## config.mk

```make
export PLATFORM = sky130hd
export DESIGN_NAME = dm_port_arbiter
export DESIGN_NICKNAME = d
export VERILOG_FILES = /design/src/rtl/dm_port_arbiter.sv
export SDC_FILE = /design/constraint.sdc
export NUM_CORES = 1
export LEC_CHECK = 0
export BUFFER_PORTS_ARGS = -buffer_cell sky130_fd_sc_hd__buf_2
export CORE_ASPECT_RATIO = 0.8
export CORE_MARGIN = 4
export CORE_UTILIZATION = 44
export CTS_CLUSTER_DIAMETER = 100
export DETAILED_ROUTE_END_ITERATION = 16
export HOLD_SLACK_MARGIN = 0.08
export PLACE_DENSITY = 0.73
export RECOVER_POWER = 25
export SLEW_MARGIN = 40
export SYNTH_ARGS = -nofsm -noshare
export SYNTH_HDL_FRONTEND = slang
export SYNTH_SLANG_ARGS = --single-unit
export TNS_END_PERCENT = 10
```

## constraint.sdc

```tcl
create_clock -name Clk -period 1.82 [get_ports Clk]
set_clock_uncertainty 0.1 [all_clocks]
set_input_delay 0.091 -clock Clk [delete_from_list [all_inputs] [get_ports Clk]]
set_output_delay 0.091 -clock Clk [all_outputs]
set_load 0.1 [all_outputs]
```

## src/rtl/dm_port_arbiter.sv

```systemverilog
// -----------------------------------------------------------------------------
// dm_port_arbiter
//
// Shares one single-port 32-bit data memory between two requesters
// (master 0: CPU load/store unit, master 1: DMA/peripheral engine).
// Round-robin arbitration, byte/half/word lane steering on writes,
// lane extraction plus sign/zero extension on reads.
//
// Each access takes three cycles: IDLE (arbitrate + register request),
// ACCESS (drive the memory, capture read data), RESP (ack pulse).
//
// Ports:
//   Clk, Reset          clock (rising edge), synchronous active-high reset
//   mX_req              request level, fields held stable until mX_ack
//   mX_we               1 = store, 0 = load
//   mX_size             00 byte, 01 half, 10 word, 11 reserved (error)
//   mX_signed           load extension: 1 = sign, 0 = zero
//   mX_addr             byte address
//   mX_wdata            right-aligned store data
//   mX_ack              one-cycle completion pulse
//   mX_err              error flag, valid with mX_ack
//   mX_rdata            load result, valid with mX_ack, held otherwise
//   dm_a                memory word address
//   dm_din              lane-replicated write data
//   dm_be               byte enables (zero outside a valid access)
//   dm_we               write enable
//   dm_dout             memory combinational read data
// -----------------------------------------------------------------------------
module dm_port_arbiter #(
  parameter int AW = 15
) (
  input  logic          Clk,
  input  logic          Reset,
  input  logic          m0_req,
  input  logic          m0_we,
  input  logic [1:0]    m0_size,
  input  logic          m0_signed,
  input  logic [AW-1:0] m0_addr,
  input  logic [31:0]   m0_wdata,
  output logic          m0_ack,
  output logic          m0_err,
  output logic [31:0]   m0_rdata,
  input  logic          m1_req,
  input  logic          m1_we,
  input  logic [1:0]    m1_size,
  input  logic          m1_signed,
  input  logic [AW-1:0] m1_addr,
  input  logic [31:0]   m1_wdata,
  output logic          m1_ack,
  output logic          m1_err,
  output logic [31:0]   m1_rdata,
  output logic [AW-3:0] dm_a,
  output logic [31:0]   dm_din,
  output logic [3:0]    dm_be,
  output logic          dm_we,
  input  logic [31:0]   dm_dout
);

  typedef enum logic [1:0] {IDLE, ACCESS, RESP} state_t;

  state_t        state_q;
  logic          owner_q;       // 0 = master 0, 1 = master 1
  logic          last_grant_q;
  logic          we_q;
  logic [1:0]    size_q;
  logic          sgn_q;
  logic [AW-1:0] addr_q;
  logic [31:0]   wdata_q;
  logic          m0_ack_q, m1_ack_q, m0_err_q, m1_err_q;
  logic [31:0]   m0_rdata_q, m1_rdata_q;

  logic [1:0]    lane;
  logic          acc_err;
  logic [3:0]    acc_be;
  logic [31:0]   acc_din;
  logic [7:0]    byte_sel;
  logic [15:0]   half_sel;
  logic [31:0]   load_val;
  logic [31:0]   capture_d;
  logic          pick_m1;

  assign lane = addr_q[1:0];

  // On a tie, the master that was not served last wins.
  assign pick_m1 = m1_req & (~m0_req | ~last_grant_q);

  // Lane steering and alignment check for the registered request.
  always_comb begin
    acc_err = 1'b0;
    acc_be  = 4'b0000;
    acc_din = wdata_q;
    case (size_q)
      2'b00: begin
        acc_be  = 4'b0001 << lane;
        acc_din = {4{wdata_q[7:0]}};
      end
      2'b01: begin
        acc_be  = lane[1] ? 4'b1100 : 4'b0011;
        acc_din = {2{wdata_q[15:0]}};
        acc_err = lane[0];
      end
      2'b10: begin
        acc_be  = 4'b1111;
        acc_err = |lane;
      end
      default: acc_err = 1'b1;
    endcase
  end

  // Read-data extraction and extension.
  always_comb begin
    byte_sel = dm_dout[7:0];
    case (lane)
      2'd1:    byte_sel = dm_dout[15:8];
      2'd2:    byte_sel = dm_dout[23:16];
      2'd3:    byte_sel = dm_dout[31:24];
      default: byte_sel = dm_dout[7:0];
    endcase
    half_sel = lane[1] ? dm_dout[31:16] : dm_dout[15:0];
    case (size_q)
      2'b00:   load_val = {{24{sgn_q & byte_sel[7]}}, byte_sel};
      2'b01:   load_val = {{16{sgn_q & half_sel[15]}}, half_sel};
      default: load_val = dm_dout;
    endcase
    capture_d = (we_q | acc_err) ? 32'h0 : load_val;
  end

  assign dm_a   = addr_q[AW-1:2];
  assign dm_din = acc_din;
  assign dm_be  = (state_q == ACCESS && !acc_err) ? acc_be : 4'b0000;
  // Gated directly by Reset so a reset landing in ACCESS never writes.
  assign dm_we  = (state_q == ACCESS) & we_q & ~acc_err & ~Reset;

  assign m0_ack   = m0_ack_q;
  assign m0_err   = m0_err_q;
  assign m0_rdata = m0_rdata_q;
  assign m1_ack   = m1_ack_q;
  assign m1_err   = m1_err_q;
  assign m1_rdata = m1_rdata_q;

  always_ff @(posedge Clk) begin
    if (Reset) begin
      state_q      <= IDLE;
      owner_q      <= 1'b0;
      last_grant_q <= 1'b1;
      we_q         <= 1'b0;
      size_q       <= 2'b00;
      sgn_q        <= 1'b0;
      addr_q       <= '0;
      wdata_q      <= 32'h0;
      m0_ack_q     <= 1'b0;
      m1_ack_q     <= 1'b0;
      m0_err_q     <= 1'b0;
      m1_err_q     <= 1'b0;
      m0_rdata_q   <= 32'h0;
      m1_rdata_q   <= 32'h0;
    end else begin
      // Acks are single-cycle pulses; set only on the ACCESS edge.
      m0_ack_q <= 1'b0;
      m1_ack_q <= 1'b0;
      m0_err_q <= 1'b0;
      m1_err_q <= 1'b0;
      case (state_q)
        IDLE: begin
          if (m0_req | m1_req) begin
            owner_q <= pick_m1;
            we_q    <= pick_m1 ? m1_we     : m0_we;
            size_q  <= pick_m1 ? m1_size   : m0_size;
            sgn_q   <= pick_m1 ? m1_signed : m0_signed;
            addr_q  <= pick_m1 ? m1_addr   : m0_addr;
            wdata_q <= pick_m1 ? m1_wdata  : m0_wdata;
            state_q <= ACCESS;
          end
        end
        ACCESS: begin
          if (owner_q) begin
            m1_ack_q   <= 1'b1;
            m1_err_q   <= acc_err;
            m1_rdata_q <= capture_d;
          end else begin
            m0_ack_q   <= 1'b1;
            m0_err_q   <= acc_err;
            m0_rdata_q <= capture_d;
          end
          state_q <= RESP;
        end
        RESP: begin
          last_grant_q <= owner_q;
          state_q      <= IDLE;
        end
        default: state_q <= IDLE;
      endcase
    end
  end

endmodule

```

==> impl_results.md <==
- Post-synth top flop: dfxtp_1
- Clk buf depth: 2
- Hold Slack: approximately 25 ps
- P&R area growth vs syn: 67.2%
- Status: finished with violations
- Die footprint: between 15,000 and 20,000 sq um
- Fin crit period: between 2000 and 2500 ps
- Vias: a little over 7k
- Critical Path Source Type: flip-flop
- CTS Sinks: between 100 and 150
- Final instance area: between 10,000 and 15,000 sq um
- Vias per cell: approximately 5.7
- Final Cycle Share: 1.10
- Total CTS buffers: 17
- DP Cell Count: 1,099
- Max incr delay on CP: approximately 500 ps
- Fill cell count: 850
- Crit. End Element: output pin
- Final cell count without fillers: 1,277
- H-tree depth: 4
- Synth cell types: 49
- Number of DRC markers in iteration 0: 700
- TritonRoute pass-1 iters: 5
- CTS tree: yes
- Cell with the most instances after synthesis: nor2_1
- Max_cap viols: 0
- Vias in the first global route: between 7k and 8k
- Die Width: 141 microns
- Post-synth top area share: 0.398
- Least-Margin Pin Slew: just over 600 ps
- Mean Syn Cell Area: between 8 and 9 sq um
- Worst EP arrival: between 1500 and 2000 ps
- Hold WC Path Type: input pin to flip-flop
- Worst setup path class: flip-flop to output pin
- Static leakage: 0.00455 uW
- CTS clk-pin slew, worst paths: ~60 ps
- Register area share after synthesis: 0.398
- GP Congestion: approximately 0.9
- Violated checks: negative setup slack
- Flops & latches, synth: 123
- Port bufs: about 260
- FP Rows: 38
- Final Max Tran Viols: 0
- DP HPWL: ~15,000 microns
- Drt drc: 0
- Worst Path Max Fanout: 5
- Net count after synthesis: roughly 850
- Post-Syn Instances: between 700 and 800
- Latest clock arrival within the worst-skew pair: ~410 ps
- DR WL/cell: 20.4 microns
- Crit path max-delay family: compound AO/OA/AOI/OAI gates
- First-pass GRT wire length: just under 40,000 microns
- VDD IR max: ~0.00065 V
- Final TNS setup: -5240 ps
- Initial antenna violation count: 2
- Largest net degree at the start of global routing: 57
- RSZ-0062 raised after global routing: yes
- DRT Wirelength: 26,000 microns
- FMAX: ~500 MHz
- Mapped Area: around 6000 sq um
- Post-route ant nets: 0
- Synth warnings: 0
- Final count of negative-setup-slack endpoints: between 60 and 70
- PnR worst setup slack: -183 ps
- Normalized max-slew margin: 0.594
- Pwr dens: between 1000 and 1500 nW/um^2
- Post-synth EDFFs: 0
- Die height: 114 microns
- CP required: roughly 1600 ps
- Final nets: 1,221
- Async set-or-reset flop fraction in the synthesized netlist: 0
- Post-place instance area: 8020 sq um
- Layout cells sized above 1: 0.373
- Total GRT Usage: 0.303
- Crit-path cells: or2_4, a2111oi_4, buf_12
- Starting Density: 0.453
- Biggest area consumer among synthesized cells: dfxtp_1
- CP max-delay cell: a2111oi_4
- Final Hold Viols: 0
- Root Buffer: clkbuf_16
- Dominant cells by area after synthesis: dfxtp_1, mux2i_1, nor2_1
- Crit path buf inv count: 1
- Post-synth top cells: nor2_1, dfxtp_1, a211oi_1, mux2i_1, a32oi_1
- Core area: ~14,000 sq um
- Total gr overflow: 0
- Number of primary I/O pins: around 260
[through the flow]
stage	util	total power, uW	worst slack (ps)
after floorplan	-	5840	-361
after global placement	0.587	6750	17.9
after detailed placement	0.587	6780	-6.41
after CTS	0.739	10900	-200
after global routing	0.758	11500	-202
final	0.758	11200	-183
[registers in the layout, summed over array words and instances (netlist names)]
| name | cells |
|---|---|
| wdata_q | 32 |
| m0_ack | 1 |
| last_grant_q | 1 |
| addr_q | 15 |
| m1_rdata | 32 |
| we_q | 1 |
| owner_q | 1 |
| state_q | 2 |
| m1_ack | 1 |
| size_q | 2 |
| sgn_q | 1 |
| m0_err | 1 |
| m1_err | 1 |
| m0_rdata | 32 |
[cell type report]
class                   count  area, sq um  share of cell area
clock inverters            12          220              0.0213
multi-input cells         497         3470               0.336
diodes                      2         5.00            0.000484
clock buffers              19          443              0.0428
inverters                   4         18.8             0.00181
flip-flops and latches    123         2470               0.239
repair buffers            440         3490               0.337
well taps                 180          225              0.0218
[layer usage]
metal,global-route usage,share of wire,vias to the layer above
li1,-,-,3323
met1,0.373,0.39,3417
met2,0.496,0.47,439
met3,0.0872,0.094,96
met4,0.137,0.044,0
met5,0,0,-
[cells by family (layout without fill, tap and decap cells)]
family / Yosys count / after routing / synth area share
AO/OA/AOI/OAI: 163 / 163 / 0.205
other: 0 / 2 / 0
multiplexers: 80 / 80 / 0.135
AND/OR/NAND/NOR: 253 / 253 / 0.185
buffers and inverters: 87 / 475 / 0.0763
flip-flops: 123 / 123 / 0.398
XOR/XNOR: 1 / 1 / 0.00142
[cell usage in the layout (no fill, tap or decap), types with 6 or more instances in the layout]
cell type,count
bufinv_16,6
a211oi_1,64
a222oi_1,7
nand2b_1,8
mux2_4,8
o21ai_2,9
clkbuf_16,19
a31oi_1,7
dfxtp_1,119
mux2i_1,62
nor2b_1,16
a32oi_1,32
a21oi_1,8
clkbuf_2,40
dlygate4sd3_1,128
buf_12,28
nor2_1,137
buf_2,187
nand3b_1,8
nor3_1,16
buf_4,43
buf_6,10
o31ai_1,12
mux2_2,8
nand2_1,25
nand3_1,18
[report_power, final]
group / leakage [uW] / switching (uW) / total (uW) / internal (uW)
registers: 0.00101 / 174 / 3070 / 2900
clock network: 0.000323 / 1270 / 3860 / 2590
logic: 0.00321 / 2840 / 4260 / 1420
total: 0.00455 / 4280 / 11200 / 6910
[what timing repair did]
| action | in CTS | in global routing |
|---|---|---|
| hold buffers | 128 | 0 |
| pin swaps | 4 | 10 |
| setup endpoints to repair | 33 | 85 |
| setup buffers | 3 | 12 |
| cloned | 0 | 2 |
| endpoints found under the hold margin | 96 | 0 |
| gates resized for setup | 30 | 36 |
[path summary, 6_finish.rpt]
path                                  start          end  slack (ps)  cells past startpoint
worst max-delay path              size_q[1]     dm_be[1]        -180                      3
worst min-delay path             m0_addr[1]    addr_q[1]          20                      3
worst max register to register    addr_q[0]  m1_rdata[6]        -110                      6
worst min register to register  m0_rdata[4]  m0_rdata[4]         380                      2
[tightest hold or removal path, delay by kind of cell]
kind                   cells  cell delay [ps]
buffers and inverters      1              100
multiplexers               1              180
AO/OA/AOI/OAI              1              110
Power figures use the tool's default switching activity.
